==> config.mk <==
export PLATFORM = sky130hd
export DESIGN_NAME = region_overlay
export DESIGN_NICKNAME = d
export VERILOG_FILES = /design/src/rtl/video_pkg.sv /design/src/rtl/delay_line.sv /design/src/rtl/region_overlay.sv
export SDC_FILE = /design/constraint.sdc
export NUM_CORES = 1
export LEC_CHECK = 0
export CORE_ASPECT_RATIO = 0.5
export CORE_MARGIN = 8
export CORE_UTILIZATION = 51
export CTS_CLUSTER_SIZE = 14
export DETAILED_ROUTE_END_ITERATION = 8
export GPL_TIMING_DRIVEN = 0
export PLACE_DENSITY = 0.78
export SLEW_MARGIN = 20
export SYNTH_ARGS = -nofsm -noshare
export SYNTH_HDL_FRONTEND = slang
export SYNTH_HIERARCHICAL = 1
export SYNTH_SLANG_ARGS = --single-unit
==> constraint.sdc <==
create_clock -name pclk -period 1.63 [get_ports pclk]
set_input_delay 0.163 -clock pclk [delete_from_list [all_inputs] [get_ports pclk]]
set_output_delay 0.163 -clock pclk [all_outputs]
set_load 0.005 [all_outputs]
==> src/rtl/video_pkg.sv <==
// Shared video-path types and helpers for the overlay stages.
package video_pkg;

  localparam int RGB_W = 24;
  localparam int PIX_W = 8;
  localparam int CNT_W = 12;

  typedef struct packed {
    logic [7:0] r;
    logic [7:0] g;
    logic [7:0] b;
  } rgb_t;

  // Timing plus per-pixel flags that travel together through the read-latency delay.
  typedef struct packed {
    logic hs;
    logic vs;
    logic de;
    rgb_t data;
    logic region;
    logic border;
  } pipe_t;

  // Normalises vsync to "1 = active" whatever the upstream polarity.
  function automatic logic vs_active(input logic vs, input logic pol);
    return (vs == pol);
  endfunction

endpackage

==> src/rtl/delay_line.sv <==
// Fixed-depth shift register with asynchronous active-low clear.
module delay_line #(
  parameter int DEPTH = 1,
  parameter int WIDTH = 1
) (
  input  logic             clk,
  input  logic             rst_n,
  input  logic [WIDTH-1:0] din,
  output logic [WIDTH-1:0] dout
);

  logic [WIDTH-1:0] sr_q [DEPTH];
  logic [WIDTH-1:0] sr_d [DEPTH];

  always_comb begin
    sr_d[0] = din;
    for (int i = 1; i < DEPTH; i++) begin
      sr_d[i] = sr_q[i-1];
    end
  end

  always_ff @(posedge clk or negedge rst_n) begin
    if (!rst_n) begin
      for (int i = 0; i < DEPTH; i++) begin
        sr_q[i] <= '0;
      end
    end else begin
      sr_q <= sr_d;
    end
  end

  assign dout = sr_q[DEPTH-1];

endmodule

==> src/rtl/region_overlay.sv <==
// Composites one grayscale RAM region (with optional 1-pixel frame) onto a passing
// RGB timing stream; requests are issued per pixel and re-aligned after RD_LATENCY.
module region_overlay
  import video_pkg::*;
#(
  parameter int               H_START    = 64,
  parameter int               V_START    = 32,
  parameter int               REGION_W   = 32,
  parameter int               REGION_H   = 32,
  parameter int               RD_LATENCY = 1,
  parameter bit               BORDER_EN  = 1'b0,
  parameter logic [RGB_W-1:0] BORDER_RGB = 24'hFF0000,
  parameter bit               VS_POL     = 1'b1
) (
  input  logic             pclk,
  input  logic             rst_n,
  input  logic             i_hs,
  input  logic             i_vs,
  input  logic             i_de,
  input  logic [RGB_W-1:0] i_data,
  output logic             o_region_active,
  output logic             o_ram_addr_rst,
  input  logic [PIX_W-1:0] i_region_data,
  output logic             o_hs,
  output logic             o_vs,
  output logic             o_de,
  output logic [RGB_W-1:0] o_data
);

  localparam int X_LO = H_START;
  localparam int X_HI = H_START + REGION_W - 1;
  localparam int Y_LO = V_START;
  localparam int Y_HI = V_START + REGION_H - 1;

  logic [CNT_W-1:0] x_cnt_q, x_cnt_d;
  logic [CNT_W-1:0] y_cnt_q, y_cnt_d;
  logic             de_q, de_d;
  logic             vs_act_q, vs_act_d;
  logic             frame_ok_q, frame_ok_d;
  logic             addr_rst_q, addr_rst_d;
  logic             vs_lead, de_fall;
  logic             in_region, in_border;
  int               x_i, y_i;
  pipe_t            pipe_in, pipe_dly;

  logic             o_hs_q, o_hs_d;
  logic             o_vs_q, o_vs_d;
  logic             o_de_q, o_de_d;
  logic [RGB_W-1:0] o_data_q, o_data_d;

  // Position tracking; vs clear takes priority over a coincident de fall.
  always_comb begin
    vs_act_d = vs_active(i_vs, VS_POL);
    vs_lead  = vs_act_d && !vs_act_q;
    de_d     = i_de;
    de_fall  = de_q && !i_de;

    x_cnt_d = '0;
    if (i_de) begin
      x_cnt_d = (x_cnt_q == '1) ? x_cnt_q : x_cnt_q + CNT_W'(1);
    end

    y_cnt_d = y_cnt_q;
    if (vs_lead) begin
      y_cnt_d = '0;
    end else if (de_fall && (y_cnt_q != '1)) begin
      y_cnt_d = y_cnt_q + CNT_W'(1);
    end

    // After a reset nothing is emitted until a full frame begins.
    frame_ok_d = frame_ok_q || vs_lead;
    addr_rst_d = vs_lead;
  end

  // Window decode in signed arithmetic so the frame's -1 bound clips at column/line 0.
  always_comb begin
    x_i = {{(32-CNT_W){1'b0}}, x_cnt_q};
    y_i = {{(32-CNT_W){1'b0}}, y_cnt_q};

    in_region = i_de && frame_ok_q &&
                (x_i >= X_LO) && (x_i <= X_HI) &&
                (y_i >= Y_LO) && (y_i <= Y_HI);

    in_border = BORDER_EN && i_de && frame_ok_q && !in_region &&
                (x_i >= X_LO - 1) && (x_i <= X_HI + 1) &&
                (y_i >= Y_LO - 1) && (y_i <= Y_HI + 1);

    pipe_in = '0;
    if (frame_ok_d) begin
      pipe_in.hs     = i_hs;
      pipe_in.vs     = i_vs;
      pipe_in.de     = i_de;
      pipe_in.data   = i_data;
      pipe_in.region = in_region;
      pipe_in.border = in_border;
    end
  end

  delay_line #(
    .DEPTH (RD_LATENCY),
    .WIDTH ($bits(pipe_t))
  ) u_delay (
    .clk   (pclk),
    .rst_n (rst_n),
    .din   (pipe_in),
    .dout  (pipe_dly)
  );

  always_comb begin
    o_hs_d   = pipe_dly.hs;
    o_vs_d   = pipe_dly.vs;
    o_de_d   = pipe_dly.de;
    o_data_d = '0;
    if (pipe_dly.de) begin
      if (pipe_dly.region) begin
        o_data_d = {3{i_region_data}};
      end else if (pipe_dly.border) begin
        o_data_d = BORDER_RGB;
      end else begin
        o_data_d = pipe_dly.data;
      end
    end
  end

  always_ff @(posedge pclk or negedge rst_n) begin
    if (!rst_n) begin
      x_cnt_q    <= '0;
      y_cnt_q    <= '0;
      de_q       <= 1'b0;
      vs_act_q   <= 1'b0;
      frame_ok_q <= 1'b0;
      addr_rst_q <= 1'b0;
      o_hs_q     <= 1'b0;
      o_vs_q     <= 1'b0;
      o_de_q     <= 1'b0;
      o_data_q   <= '0;
    end else begin
      x_cnt_q    <= x_cnt_d;
      y_cnt_q    <= y_cnt_d;
      de_q       <= de_d;
      vs_act_q   <= vs_act_d;
      frame_ok_q <= frame_ok_d;
      addr_rst_q <= addr_rst_d;
      o_hs_q     <= o_hs_d;
      o_vs_q     <= o_vs_d;
      o_de_q     <= o_de_d;
      o_data_q   <= o_data_d;
    end
  end

  assign o_region_active = in_region;
  assign o_ram_addr_rst  = addr_rst_q;
  assign o_hs            = o_hs_q;
  assign o_vs            = o_vs_q;
  assign o_de            = o_de_q;
  assign o_data          = o_data_q;

endmodule

======== Word level (Yosys, flattened, before mapping) ========
Cells that the tools add are included.
cells by class
  add/sub/neg operators ................... 2
  magnitude comparators ................... 4
  eq/ne operators ......................... 3
  muxes and demuxes ....................... 8
  reductions and logical operators ........ 12
operators with widths
  kind                                                                 count
  two-way mux 24 bit                                                   3
  two-way mux 12 bit                                                   4
  two-way mux 29 bit                                                   1
  adder 12 x 1 -> 12 bit (second input constant)                       2
  == test 12 bit (second input constant)                               1
  greater-or-equal comparator 12 x 6 -> 1 bit (second input constant)  1
  greater-or-equal comparator 12 x 7 -> 1 bit (second input constant)  1
  <= comparator 12 x 6 -> 1 bit (second input constant)                1
  <= comparator 12 x 7 -> 1 bit (second input constant)                1
  inequality test 12 bit (second input constant)                       1
  logical AND 1 bit                                                    8
  zero test 1 bit                                                      2
  inequality test 2 bit (second input constant)                        1
  nonzero test 2 bit                                                   1
  logical OR 1 bit                                                     1
storage, ports and cells
  flip-flop bits (word level) ............. 84
  bits of input ports ..................... 37
  output and inout port bits .............. 29
  logic and storage cells ................. 40

======== Logic depth before layout (Yosys ltp) ========
Gate-level depths: netlist of run 1.
  depth in word-level cells ............... 6
  mapped depth ............................ 5
  mapped depth without buffers ............ 5

======== Cells and area by module ========
The synthesis of run 1 kept the hierarchy.
by module, submodules not included
  module          instances  cells each  area an instance (µm²)  sequential area each (µm²)
  region_overlay  1          274         2683.8                  1376.3
  delay_line      1          29          725.7                   725.7

======== Worst setup path after synthesis of run 1 ========
No wires, ideal clock.
  kind .................................... reg2reg
  from .................................... register x_cnt_q[1]
  to ...................................... register x_cnt_q[1]
  setup time .............................. 132 ps
  data arrival time ....................... 1314 ps
  data required time ...................... 1498 ps
  slack ................................... 184 ps
  stages on the path, launching flop included .. 6
  path through ............................ dfrtp_1 > ha_1 > nand3_1 > nor3_2 > mux2i_1 > nor2_1
on the way
  longest elaborated chain between the ends .. 3
  elaborated cells on any way between the ends .. 5
  classes of those cells .................. add/sub (1); eq/ne (2); mux (2)
ends and longest elaborated chain
  what                    line                   text
  start, declared         region_overlay.sv:35   logic [CNT_W-1:0] x_cnt_q, x_cnt_d;
  start signal, assigned  region_overlay.sv:138  x_cnt_q <= x_cnt_d;
  adder 12 x 1 -> 12 bit  region_overlay.sv:60   x_cnt_d = (x_cnt_q == '1) ? x_cnt_q : x_cnt_q + CNT_W'(1);
  two-way mux 12 bit      region_overlay.sv:60
  two-way mux 12 bit      region_overlay.sv:59   if (i_de) begin
Parallel ways exist; a longest one is shown, timed or not. The select of a mux whose other input is x is not followed.
A chain may end at the register's enable or synchronous reset.

======== Final worst setup path of run 1 ========
  from .................................... register x_cnt_q[5]
  to ...................................... output o_region_active
on the way
  longest elaborated chain between the ends .. 5
  elaborated cells on any way between the ends .. 6
  classes of those cells .................. order compare (2); reduce/logical (4)
ends and longest elaborated chain
  what                                         line                  text
  greater-or-equal comparator 12 x 7 -> 1 bit  region_overlay.sv:81  (x_i >= X_LO) && (x_i <= X_HI) &&
  logical AND 1 bit                            region_overlay.sv:80  in_region = i_de && frame_ok_q &&
  logical AND 1 bit (*) (2 in a row)           region_overlay.sv:81
  logical AND 1 bit (*)                        region_overlay.sv:82  (y_i >= Y_LO) && (y_i <= Y_HI);
  end, declared                                region_overlay.sv:21  output logic o_region_active,
Mark *: on every way between the ends. The rest lies on a longest branch, timed or not.

==> report_table.html, run 1 <==
<table>
<tr><th>Metric</th><th>Value</th></tr>
<tr><th colspan="2">Drt</th></tr>
<tr><td>Routed Antenna Nets</td><td>0</td></tr>
<tr><td>Vias post-DR</td><td>between 2000 and 3000</td></tr>
<tr><td>Detailed-route DRC error count</td><td>0</td></tr>
<tr><td>Via-per-instance ratio</td><td>5.186</td></tr>
<tr><td>Initial drt markers</td><td>217</td></tr>
<tr><td>1st-pass router iterations</td><td>4</td></tr>
<tr><td>Drt total wl</td><td>7467 µm</td></tr>
<tr><td>Routed wirelength normalized by instance count</td><td>15.27 µm</td></tr>
<tr><th colspan="2">Job</th></tr>
<tr><td>Max Cap Violations</td><td>0</td></tr>
<tr><th colspan="2">Placed design</th></tr>
<tr><td>Setup WS pre-CTS</td><td>-277.8 ps</td></tr>
<tr><td>HPWL after detailed placement</td><td>5178 µm</td></tr>
<tr><td>Final estimated routing congestion in global placement</td><td>about 0.8</td></tr>
<tr><td>Number of input and output port buffers inserted</td><td>65</td></tr>
<tr><th colspan="2">Synthesis</th></tr>
<tr><td>EDFF count, synth</td><td>0</td></tr>
<tr><td>Synth area leaders</td><td>sky130_fd_sc_hd__dfrtp_1 62%, sky130_fd_sc_hd__nor2b_1 5.0%, sky130_fd_sc_hd__nand2_1 3.6%</td></tr>
<tr><td>Post-synth top flop</td><td>sky130_fd_sc_hd__dfrtp_1</td></tr>
<tr><td>Gate count of the mapped netlist</td><td>303</td></tr>
<tr><td>Main combinational cell family by area after synthesis</td><td>simple AND/OR/NAND/NOR gates</td></tr>
<tr><td>Mapped Nets</td><td>344</td></tr>
<tr><td>Complex-gate fraction of the synthesized area</td><td>0.1167</td></tr>
<tr><td>Library cell with the largest summed area after synthesis</td><td>sky130_fd_sc_hd__dfrtp_1</td></tr>
<tr><td>Synthesis-stage register bit count</td><td>84</td></tr>
<tr><td>Post-synthesis simple-gate area fraction</td><td>0.2110</td></tr>
<tr><td>Share of synthesized area occupied by flip-flops and latches</td><td>0.6165</td></tr>
<tr><td>Netlist cell types</td><td>49</td></tr>
<tr><td>Post-synth design cell area</td><td>~0.0034 mm²</td></tr>
<tr><td>Post-synthesis async set-or-reset flop share</td><td>1.000</td></tr>
<tr><td>Yosys Warn Count</td><td>6</td></tr>
<tr><td>Adder and majority gate portion of the synthesized area</td><td>0.01468</td></tr>
<tr><td>Share of Yosys cell area claimed by the top area cell type</td><td>0.6165</td></tr>
<tr><td>Avg Inst Size Synth</td><td>11.25 µm²</td></tr>
<tr><td>Synthesized-area fraction occupied by xor and xnor cells</td><td>0.01541</td></tr>
<tr><td>Multiplexer share of the synthesized area</td><td>0.002936</td></tr>
<tr><th colspan="2">CTS</th></tr>
<tr><td>Clock transition at path regs</td><td>60 ps</td></tr>
<tr><td>Buffer cell driving the clock tree root</td><td>sky130_fd_sc_hd__clkbuf_16</td></tr>
<tr><td>Clock tree from TritonCTS</td><td>yes</td></tr>
<tr><td>Maximum root-to-sink buffer count</td><td>2</td></tr>
<tr><td>Number of buffers created by CTS</td><td>9</td></tr>
<tr><td>Clock Sinks</td><td>84</td></tr>
<tr><td>Clk Latency, worst-skew pair</td><td>330 ps</td></tr>
<tr><td>H-Tree Depth</td><td>3</td></tr>
<tr><th colspan="2">Status</th></tr>
<tr><td>Failing checks</td><td>setup timing</td></tr>
<tr><td>Run status</td><td>finished with violations</td></tr>
<tr><th colspan="2">Finish</th></tr>
<tr><td>Sequential standard cell area</td><td>0.002105 mm²</td></tr>
<tr><td>Multi-input combinational cell area</td><td>0.001305 mm²</td></tr>
<tr><td>Fillers</td><td>446</td></tr>
<tr><td>Synth-to-Final Area Change</td><td>35.85%</td></tr>
<tr><td># nets final</td><td>433</td></tr>
<tr><td>Number of diodes</td><td>0</td></tr>
<tr><td>Share of post-route cells with drive strength above 1</td><td>0.1385</td></tr>
<tr><th colspan="2">Floorplan</th></tr>
<tr><td>Total core area</td><td>around 0.0066 mm²</td></tr>
<tr><td>Io pins</td><td>66</td></tr>
<tr><td>Starting utilization of the core area</td><td>0.5190</td></tr>
<tr><td>Floorplan die width</td><td>around 130 µm</td></tr>
<tr><td>Height of the die</td><td>73.82 µm</td></tr>
<tr><td>Floorplan die area</td><td>approximately 0.01 mm²</td></tr>
<tr><td>Placement row count</td><td>21</td></tr>
<tr><th colspan="2">Timing</th></tr>
<tr><td>Fmax</td><td>0.6006 GHz</td></tr>
<tr><td>Final setup violation count</td><td>1</td></tr>
<tr><td>Final hold violations</td><td>0</td></tr>
<tr><td>RSZ-0062 raised after global routing</td><td>true</td></tr>
<tr><td>Portion of the clock cycle consumed by the worst path in the final layout</td><td>1.021</td></tr>
<tr><td>Worst Slack Setup Final</td><td>-35.03 ps</td></tr>
<tr><td>Worst slew margin</td><td>0.5829</td></tr>
<tr><td>Count of pins over their slew limit</td><td>0</td></tr>
<tr><td>Largest clock skew in the final design</td><td>4.963 ps</td></tr>
<tr><td>Worst-margin pin slew</td><td>625.6 ps</td></tr>
<tr><td>Min Clock Period, post-route</td><td>~1700 ps</td></tr>
<tr><th colspan="2">Critical path</th></tr>
<tr><td>Required time at the worst-slack endpoint</td><td>roughly 1500 ps</td></tr>
<tr><td>Kind of start point of the critical path</td><td>flip-flop</td></tr>
<tr><td>Endpoint kind of the worst setup timing path</td><td>output port</td></tr>
<tr><td>Critical Path, Cell by Cell</td><td>nor4b_4 -&gt; nand2_1 -&gt; nor3_2 -&gt; buf_2</td></tr>
<tr><td>R2R setup slack</td><td>40 ps</td></tr>
<tr><td>Arrival time of the worst setup path</td><td>1500 ps</td></tr>
<tr><td>Type of the setup path with the least slack</td><td>flip-flop to output port</td></tr>
<tr><td>Slowest cell on the critical path</td><td>sky130_fd_sc_hd__dfrtp_2</td></tr>
<tr><td>Worst reg2reg path startpoint</td><td>y_cnt_q[1]$_DFFE_PN0P_</td></tr>
<tr><td>Max incr delay on CP</td><td>approximately 470 ps</td></tr>
<tr><td>Endpoint of the worst-slack reg-to-reg timing path</td><td>y_cnt_q[8]$_DFFE_PN0P_</td></tr>
<tr><td>Length in cells of the worst reg-to-reg path</td><td>5</td></tr>
<tr><td>Largest fanout on the critical path</td><td>6</td></tr>
<tr><th colspan="2">Power</th></tr>
<tr><td>Sequential share of power</td><td>0.499</td></tr>
<tr><td>Internal cell power</td><td>roughly 3.4 mW</td></tr>
<tr><td>Worst IR Drop VDD</td><td>approximately 0.47 mV</td></tr>
<tr><td>Switching part of the total</td><td>0.2276</td></tr>
<tr><td>Combinational group share of total power</td><td>0.080</td></tr>
<tr><td>Clock network fraction of total power</td><td>0.421</td></tr>
<tr><td>Switching power</td><td>roughly 1.0 mW</td></tr>
<tr><td>Total power after layout</td><td>4.434 mW</td></tr>
<tr><td>Power density cells</td><td>957.4 mW/mm²</td></tr>
<tr><td>Leak</td><td>2.040 nW</td></tr>
<tr><th colspan="2">GRT</th></tr>
<tr><td>Number of global-route vias before repair</td><td>approximately 2600</td></tr>
<tr><td>Maximum number of pins on one net before global-route repair</td><td>51</td></tr>
<tr><td>Number of antenna violations at the first check in global routing</td><td>0</td></tr>
<tr><td>Remaining global-route overflow</td><td>0</td></tr>
<tr><td>Overall global routing resource usage</td><td>0.1611</td></tr>
<tr><td>Wire length of the first global-routing pass</td><td>between 10000 and 15000 µm</td></tr>
<tr><th colspan="2">Hold path</th></tr>
<tr><td>Type of the tightest min-delay check</td><td>input port to flip-flop</td></tr>
<tr><td>Worst Hold Path EP</td><td>vs_act_q$_DFF_PN0_</td></tr>
<tr><td>Hold Path Cell Cnt</td><td>1</td></tr>
<tr><td>Worst hold path startpoint</td><td>i_vs</td></tr>
</table>
==> sequential cells by signal, indices dropped and copies added (netlist names), 12 cells and up <==
| register | flops |
|---|---|
| u_delay/dout | 29 |
| o_data | 24 |
| x_cnt_q | 12 |
| y_cnt_q | 12 |
==> through the flow <==
stage	TNS [ps]	cells	instance area, µm²	utilization	hold slack (ps)
floorplan	0	303	3410	-	-132.6
global placement	-195640	460	4175	0.6356	334.4
detailed placement	-6049	461	4193	0.6383	219.3
CTS	-121.4	486	4578	0.6970	330.2
global route	-145.9	489	4632	0.7051	348.1
finish	-35.03	489	4632	0.7051	331.0
==> critical path, delay by kind of cell, from the launching register on <==
family / cells / cell delay, ps
simple gates: 3 / 580
buf+inv: 1 / 130
flops: 1 / 470
==> logic make-up (layout without fill, tap and decap cells) <==
kind of cell    after synthesis  after routing
xor+xnor                      6              6
compound gates               59             59
other cells                   1              1
buf+inv                      19            113
flops                        84             84
fa+ha+maj                     4              4
simple gates                129            129
mux                           1              1
==> power by group through the flow <==
| stage | Combinational [mW] | Clock (mW) | Sequential, mW |
|---|---|---|---|
| after global routing | 0.395 | 1.99 | 2.22 |
| final | 0.355 | 1.87 | 2.21 |
| after CTS | 0.353 | 1.90 | 2.21 |
| after detailed placement | 0.348 | 0 | 2.25 |
| after floorplan | 0.110 | 0 | 2.25 |
| after global placement | 0.333 | 0 | 2.25 |
==> synth_stat cells, types with 5 or more instances <==
| cell type | n |
|---|---|
| sky130_fd_sc_hd__a21boi_0 | 15 |
| sky130_fd_sc_hd__a21oi_1 | 7 |
| sky130_fd_sc_hd__a31oi_1 | 6 |
| sky130_fd_sc_hd__and2_1 | 9 |
| sky130_fd_sc_hd__clkbuf_1 | 9 |
| sky130_fd_sc_hd__dfrtp_1 | 84 |
| sky130_fd_sc_hd__inv_1 | 7 |
| sky130_fd_sc_hd__nand2_1 | 33 |
| sky130_fd_sc_hd__nand4_1 | 5 |
| sky130_fd_sc_hd__nor2_1 | 19 |
| sky130_fd_sc_hd__nor2b_1 | 27 |
| sky130_fd_sc_hd__nor3_1 | 5 |
| sky130_fd_sc_hd__o21ai_0 | 15 |
| sky130_fd_sc_hd__or3_1 | 5 |
| sky130_fd_sc_hd__xor2_1 | 5 |
==> worst max-delay path by stage <==
stage                                 startpoint                     end  slack, ps  depth (start not counted)
final                     x_cnt_q[5]$_DFFE_PN0P_         o_region_active        -40                          4
after global routing      x_cnt_q[5]$_DFFE_PN0P_         o_region_active       -140                          4
after CTS                 x_cnt_q[8]$_DFFE_PN0P_         o_region_active       -120                          3
after detailed placement                    i_de         o_region_active       -280                          4
after global placement                     rst_n     o_data[6]$_DFF_PN0_      -2270                          1
after floorplan           x_cnt_q[1]$_DFFE_PN0P_  x_cnt_q[1]$_DFFE_PN0P_        180                          5
==> layer usage <==
layer | global-route usage | routed length, µm | up-vias
li1 | - | - | 1225
met1 | 0.1758 | 3087 | 1233
met2 | 0.2957 | 3862 | 66
met3 | 0.04980 | 408 | 12
met4 | 0.05927 | 109 | 0
met5 | 0 | 0 | -
==> timing repair <==
action	CTS	global route
cloned	0	0
hold buffers	1	0
gates resized for setup	13	10
setup buffers	8	3
endpoints found under the setup margin	5	35
hold endpoints to repair	49	0
pin swaps	6	3
==> final cells by class <==
type,instances,area share
Sequential cell,84,0.4543
Multi-Input combinational cell,200,0.2817
Timing Repair Buffer,78,0.1632
Clock buffer,10,0.04943
Tap cell,92,0.02485
Clock inverter,6,0.01026
Buffer,11,0.009724
Inverter,8,0.006483
==> placed cells by master (no fill, tap or decap), types with 12 or more instances in the layout <==
cell type / count
sky130_fd_sc_hd__a21boi_0: 15
sky130_fd_sc_hd__buf_4: 12
sky130_fd_sc_hd__clkdlybuf4s50_1: 63
sky130_fd_sc_hd__dfrtp_1: 82
sky130_fd_sc_hd__nand2_1: 33
sky130_fd_sc_hd__nor2_1: 19
sky130_fd_sc_hd__nor2b_1: 27
sky130_fd_sc_hd__o21ai_0: 15
No activity file was read; power rests on OpenSTA's default activity.
==> inputs of run 2 (changes only) <==
--- a/config.mk
+++ b/config.mk
@@ -5,13 +5,15 @@
 export SDC_FILE = /design/constraint.sdc
 export NUM_CORES = 1
 export LEC_CHECK = 0
-export CORE_ASPECT_RATIO = 0.5
+export ABC_AREA = 0
+export CORE_ASPECT_RATIO = 1.25
 export CORE_MARGIN = 8
 export CORE_UTILIZATION = 51
 export CTS_CLUSTER_SIZE = 14
 export DETAILED_ROUTE_END_ITERATION = 8
 export GPL_TIMING_DRIVEN = 0
 export PLACE_DENSITY = 0.78
+export RECOVER_POWER = 100
 export SLEW_MARGIN = 20
 export SYNTH_ARGS = -nofsm -noshare
 export SYNTH_HDL_FRONTEND = slang
==> report_table.html, run 2 (synthesized netlist as in run 1, its figures left out) <==
<table>
<tr><th>Metric</th><th>Value</th></tr>
<tr><th colspan="2">Status</th></tr>
<tr><td>Run status</td><td>finished with violations (unchanged)</td></tr>
<tr><td>Failing checks</td><td>setup timing (unchanged)</td></tr>
<tr><th colspan="2">Power</th></tr>
<tr><td>Power density cells</td><td>876.1 mW/mm² (was 957.4 mW/mm²)</td></tr>
<tr><td>Leak</td><td>2.013 nW (was 2.040 nW)</td></tr>
<tr><td>Worst IR Drop VDD</td><td>0.5419 mV (was 0.4715 mV)</td></tr>
<tr><th colspan="2">Timing</th></tr>
<tr><td>Count of pins over their slew limit</td><td>0 (unchanged)</td></tr>
<tr><td>Worst slew margin</td><td>0.6324 (was 0.5829)</td></tr>
<tr><td>Portion of the clock cycle consumed by the worst path in the final layout</td><td>1.099 (was 1.021)</td></tr>
<tr><td>Final hold violations</td><td>0 (unchanged)</td></tr>
<tr><td>Min Clock Period, post-route</td><td>1791 ps (was 1665 ps)</td></tr>
<tr><td>Largest clock skew in the final design</td><td>8.758 ps (was 4.963 ps)</td></tr>
<tr><td>Worst-margin pin slew</td><td>551.3 ps (was 625.6 ps)</td></tr>
<tr><td>RSZ-0062 raised after global routing</td><td>true (unchanged)</td></tr>
<tr><td>Final setup violation count</td><td>1 (unchanged)</td></tr>
<tr><td>Fmax</td><td>0.5583 GHz (was 0.6006 GHz)</td></tr>
<tr><td>Worst Slack Setup Final</td><td>-161.2 ps (was -35.03 ps)</td></tr>
<tr><td>Tightest hold margin</td><td>338.6 ps (was 331.0 ps)</td></tr>
<tr><td>Setup TNS</td><td>-161.2 ps (was -35.03 ps)</td></tr>
<tr><th colspan="2">GRT</th></tr>
<tr><td>Remaining global-route overflow</td><td>0 (unchanged)</td></tr>
<tr><td>Maximum number of pins on one net before global-route repair</td><td>48 (was 51)</td></tr>
<tr><td>Number of global-route vias before repair</td><td>2444 (was 2617)</td></tr>
<tr><td>Overall global routing resource usage</td><td>0.1610 (was 0.1611)</td></tr>
<tr><td>Number of antenna violations at the first check in global routing</td><td>0 (unchanged)</td></tr>
<tr><td>Wire length of the first global-routing pass</td><td>11770 µm (was 12520 µm)</td></tr>
<tr><th colspan="2">Floorplan</th></tr>
<tr><td>Floorplan die width</td><td>89.13 µm (was 131.6 µm)</td></tr>
<tr><td>Total core area</td><td>0.006524 mm² (was 0.006569 mm²)</td></tr>
<tr><td>Placement row count</td><td>33 (was 21)</td></tr>
<tr><td>Height of the die</td><td>107.4 µm (was 73.82 µm)</td></tr>
<tr><td>Floorplan die area</td><td>0.009574 mm² (was 0.009716 mm²)</td></tr>
<tr><td>Io pins</td><td>66 (unchanged)</td></tr>
<tr><td>Starting utilization of the core area</td><td>0.5226 (was 0.5190)</td></tr>
<tr><th colspan="2">Finish</th></tr>
<tr><td>Number of diodes</td><td>0 (unchanged)</td></tr>
<tr><td>Flip-flop count of the largest register, all copies and words added</td><td>29 (unchanged)</td></tr>
<tr><td>Most frequent cells in the layout</td><td>80 x sky130_fd_sc_hd__dfrtp_1, 62 x sky130_fd_sc_hd__clkdlybuf4s50_1, 32 x sky130_fd_sc_hd__nand2_1 (was 82 x sky130_fd_sc_hd__dfrtp_1, 63 x sky130_fd_sc_hd__clkdlybuf4s50_1, 33 x sky130_fd_sc_hd__nand2_1)</td></tr>
<tr><td># nets final</td><td>432 (was 433)</td></tr>
<tr><td>Most common cell after layout, fill and taps aside</td><td>sky130_fd_sc_hd__dfrtp_1 (unchanged)</td></tr>
<tr><td>Share of post-route cells with drive strength above 1</td><td>0.1540 (was 0.1385)</td></tr>
<tr><td>Sequential standard cell area</td><td>0.002107 mm² (was 0.002105 mm²)</td></tr>
<tr><td>Synth-to-Final Area Change</td><td>33.72% (was 35.85%)</td></tr>
<tr><td>Non-filler instance count after layout</td><td>483 (was 489)</td></tr>
<tr><td>Multi-input combinational cell area</td><td>0.001328 mm² (was 0.001305 mm²)</td></tr>
<tr><td>Fillers</td><td>511 (was 446)</td></tr>
<tr><th colspan="2">Hold path</th></tr>
<tr><td>Type of the tightest min-delay check</td><td>input port to async pin (was input port to flip-flop)</td></tr>
<tr><th colspan="2">Critical path</th></tr>
<tr><td>Kind of start point of the critical path</td><td>flip-flop (unchanged)</td></tr>
<tr><td>Type of the setup path with the least slack</td><td>flip-flop to output port (unchanged)</td></tr>
<tr><td>Endpoint of the worst-slack reg-to-reg timing path</td><td>x_cnt_q[5]$_DFFE_PN0P_ (was y_cnt_q[8]$_DFFE_PN0P_)</td></tr>
<tr><td>Worst setup path startpoint</td><td>x_cnt_q[5]$_DFFE_PN0P_ (unchanged)</td></tr>
<tr><td>Required time at the worst-slack endpoint</td><td>1470 ps (about the same)</td></tr>
<tr><td>Worst reg2reg path startpoint</td><td>x_cnt_q[1]$_DFFE_PN0P_ (was y_cnt_q[1]$_DFFE_PN0P_)</td></tr>
<tr><td>R2R setup slack</td><td>70 ps (was 40 ps)</td></tr>
<tr><td>Length in cells of the worst reg-to-reg path</td><td>5 (unchanged)</td></tr>
<tr><td>Largest fanout on the critical path</td><td>6 (unchanged)</td></tr>
<tr><td>Arrival time of the worst setup path</td><td>1630 ps (was 1500 ps)</td></tr>
<tr><td>Endpoint kind of the worst setup timing path</td><td>output port (unchanged)</td></tr>
<tr><td>End point of the critical path</td><td>o_region_active (unchanged)</td></tr>
<tr><th colspan="2">CTS</th></tr>
<tr><td>Number of buffers created by CTS</td><td>9 (unchanged)</td></tr>
<tr><td>Buffer cell driving the clock tree root</td><td>sky130_fd_sc_hd__clkbuf_8 (was sky130_fd_sc_hd__clkbuf_16)</td></tr>
<tr><td>H-Tree Depth</td><td>3 (unchanged)</td></tr>
<tr><td>Clock Sinks</td><td>84 (unchanged)</td></tr>
<tr><td>Clock transition at path regs</td><td>90 ps (was 60 ps)</td></tr>
<tr><td>Clock tree from TritonCTS</td><td>yes (unchanged)</td></tr>
<tr><td>Maximum root-to-sink buffer count</td><td>2 (unchanged)</td></tr>
<tr><td>Clk Latency, worst-skew pair</td><td>360 ps (was 330 ps)</td></tr>
<tr><th colspan="2">Drt</th></tr>
<tr><td>Via-per-instance ratio</td><td>5.226 (was 5.186)</td></tr>
<tr><td>Met1 wire length</td><td>2869 µm (was 3087 µm)</td></tr>
<tr><td>Detailed-route DRC error count</td><td>0 (unchanged)</td></tr>
<tr><td>Top metal layer carrying routed signals</td><td>met4 (unchanged)</td></tr>
<tr><td>Initial drt markers</td><td>115 (was 217)</td></tr>
<tr><td>Met3 layer wire length in the routed design</td><td>531 µm (was 408 µm)</td></tr>
<tr><td>1st-pass router iterations</td><td>4 (unchanged)</td></tr>
<tr><td>Vias post-DR</td><td>2524 (was 2536)</td></tr>
<tr><td>Drt total wl</td><td>7376 µm (was 7467 µm)</td></tr>
<tr><td>Routed wirelength normalized by instance count</td><td>15.27 µm (about the same)</td></tr>
<tr><td>Routed wl met2</td><td>3817 µm (was 3862 µm)</td></tr>
<tr><td>Routed Antenna Nets</td><td>0 (unchanged)</td></tr>
<tr><th colspan="2">Job</th></tr>
<tr><td>Max Cap Violations</td><td>0 (unchanged)</td></tr>
<tr><th colspan="2">Placed design</th></tr>
<tr><td>Setup WS pre-CTS</td><td>-340.4 ps (was -277.8 ps)</td></tr>
<tr><td>Final estimated routing congestion in global placement</td><td>0.8008 (was 0.7988)</td></tr>
<tr><td>HPWL after detailed placement</td><td>5122 µm (was 5178 µm)</td></tr>
<tr><td>Placed instance count</td><td>456 (was 461)</td></tr>
<tr><td>Number of input and output port buffers inserted</td><td>65 (unchanged)</td></tr>
</table>
## run 2: layer usage
metal  up-vias  global-route usage
met3        14             0.03591
li1       1218                   -
met5         -                   0
met4         0             0.07271
met2        84              0.2771
met1      1208              0.1841
## run 2: area by class of cell
cell class,instances,share of cell area
Buffer,11,0.01043
Clock buffer,10,0.03019
Clock inverter,6,0.01153
Inverter,8,0.006586
Multi-Input combinational cell,200,0.2912
Sequential cell,84,0.4621
Tap cell,87,0.02387
Timing Repair Buffer,77,0.1641
## run 2: worst max-delay path, stage by stage (launching register included)
cell and delay [ps]:
sky130_fd_sc_hd__dfrtp_2 480, sky130_fd_sc_hd__nor4b_4 320, sky130_fd_sc_hd__nand2_2 120, sky130_fd_sc_hd__nor3_4 210, sky130_fd_sc_hd__buf_2 140
## run 2: worst min path at each step
stage | start | to | slack [ps] | depth (start not counted)
after floorplan | rst_n | de_q$_DFF_PN0_ | -130 | 0
after global placement | u_delay/dout[28]$_DFF_PN0_ | o_hs$_DFF_PN0_ | 340 | 0
after detailed placement | rst_n | o_data[3]$_DFF_PN0_ | 190 | 1
after CTS | i_vs | vs_act_q$_DFF_PN0_ | 300 | 1
after global routing | i_data[6] | u_delay/dout[8]$_DFF_PN0_ | 330 | 2
final | rst_n | o_data[3]$_DFF_PN0_ | 340 | 2
## run 2: power breakdown
| part | leakage [nW] | total [mW] | switching [mW] | internal (mW) |
|---|---|---|---|---|
| sequential | 1.06 | 2.21 | 0.0381 | 2.17 |
| clock | 0.0987 | 1.43 | 0.803 | 0.625 |
| combinational | 0.856 | 0.360 | 0.149 | 0.211 |
| total | 2.01 | 3.99 | 0.990 | 3.00 |
## run 2: stage by stage
step	area, µm²	power, mW	util
2_1_floorplan	3410	2.357	-
3_3_place_gp	4169	2.578	0.6390
3_5_place_dp	4187	2.594	0.6417
4_1_cts	4458	4.014	0.6834
5_1_grt	4559	4.156	0.6989
6_report	4559	3.994	0.6989
## run 2: repair_timing
action | 4_1_cts | 5_1_grt
endpoints found under the hold margin | 46 | 0
gates resized for setup | 16 | 15
buffers inserted | 3 | 8
cloned | 0 | 0
pin swaps | 2 | 6
hold buffers | 1 | 0
setup endpoints to repair | 24 | 35
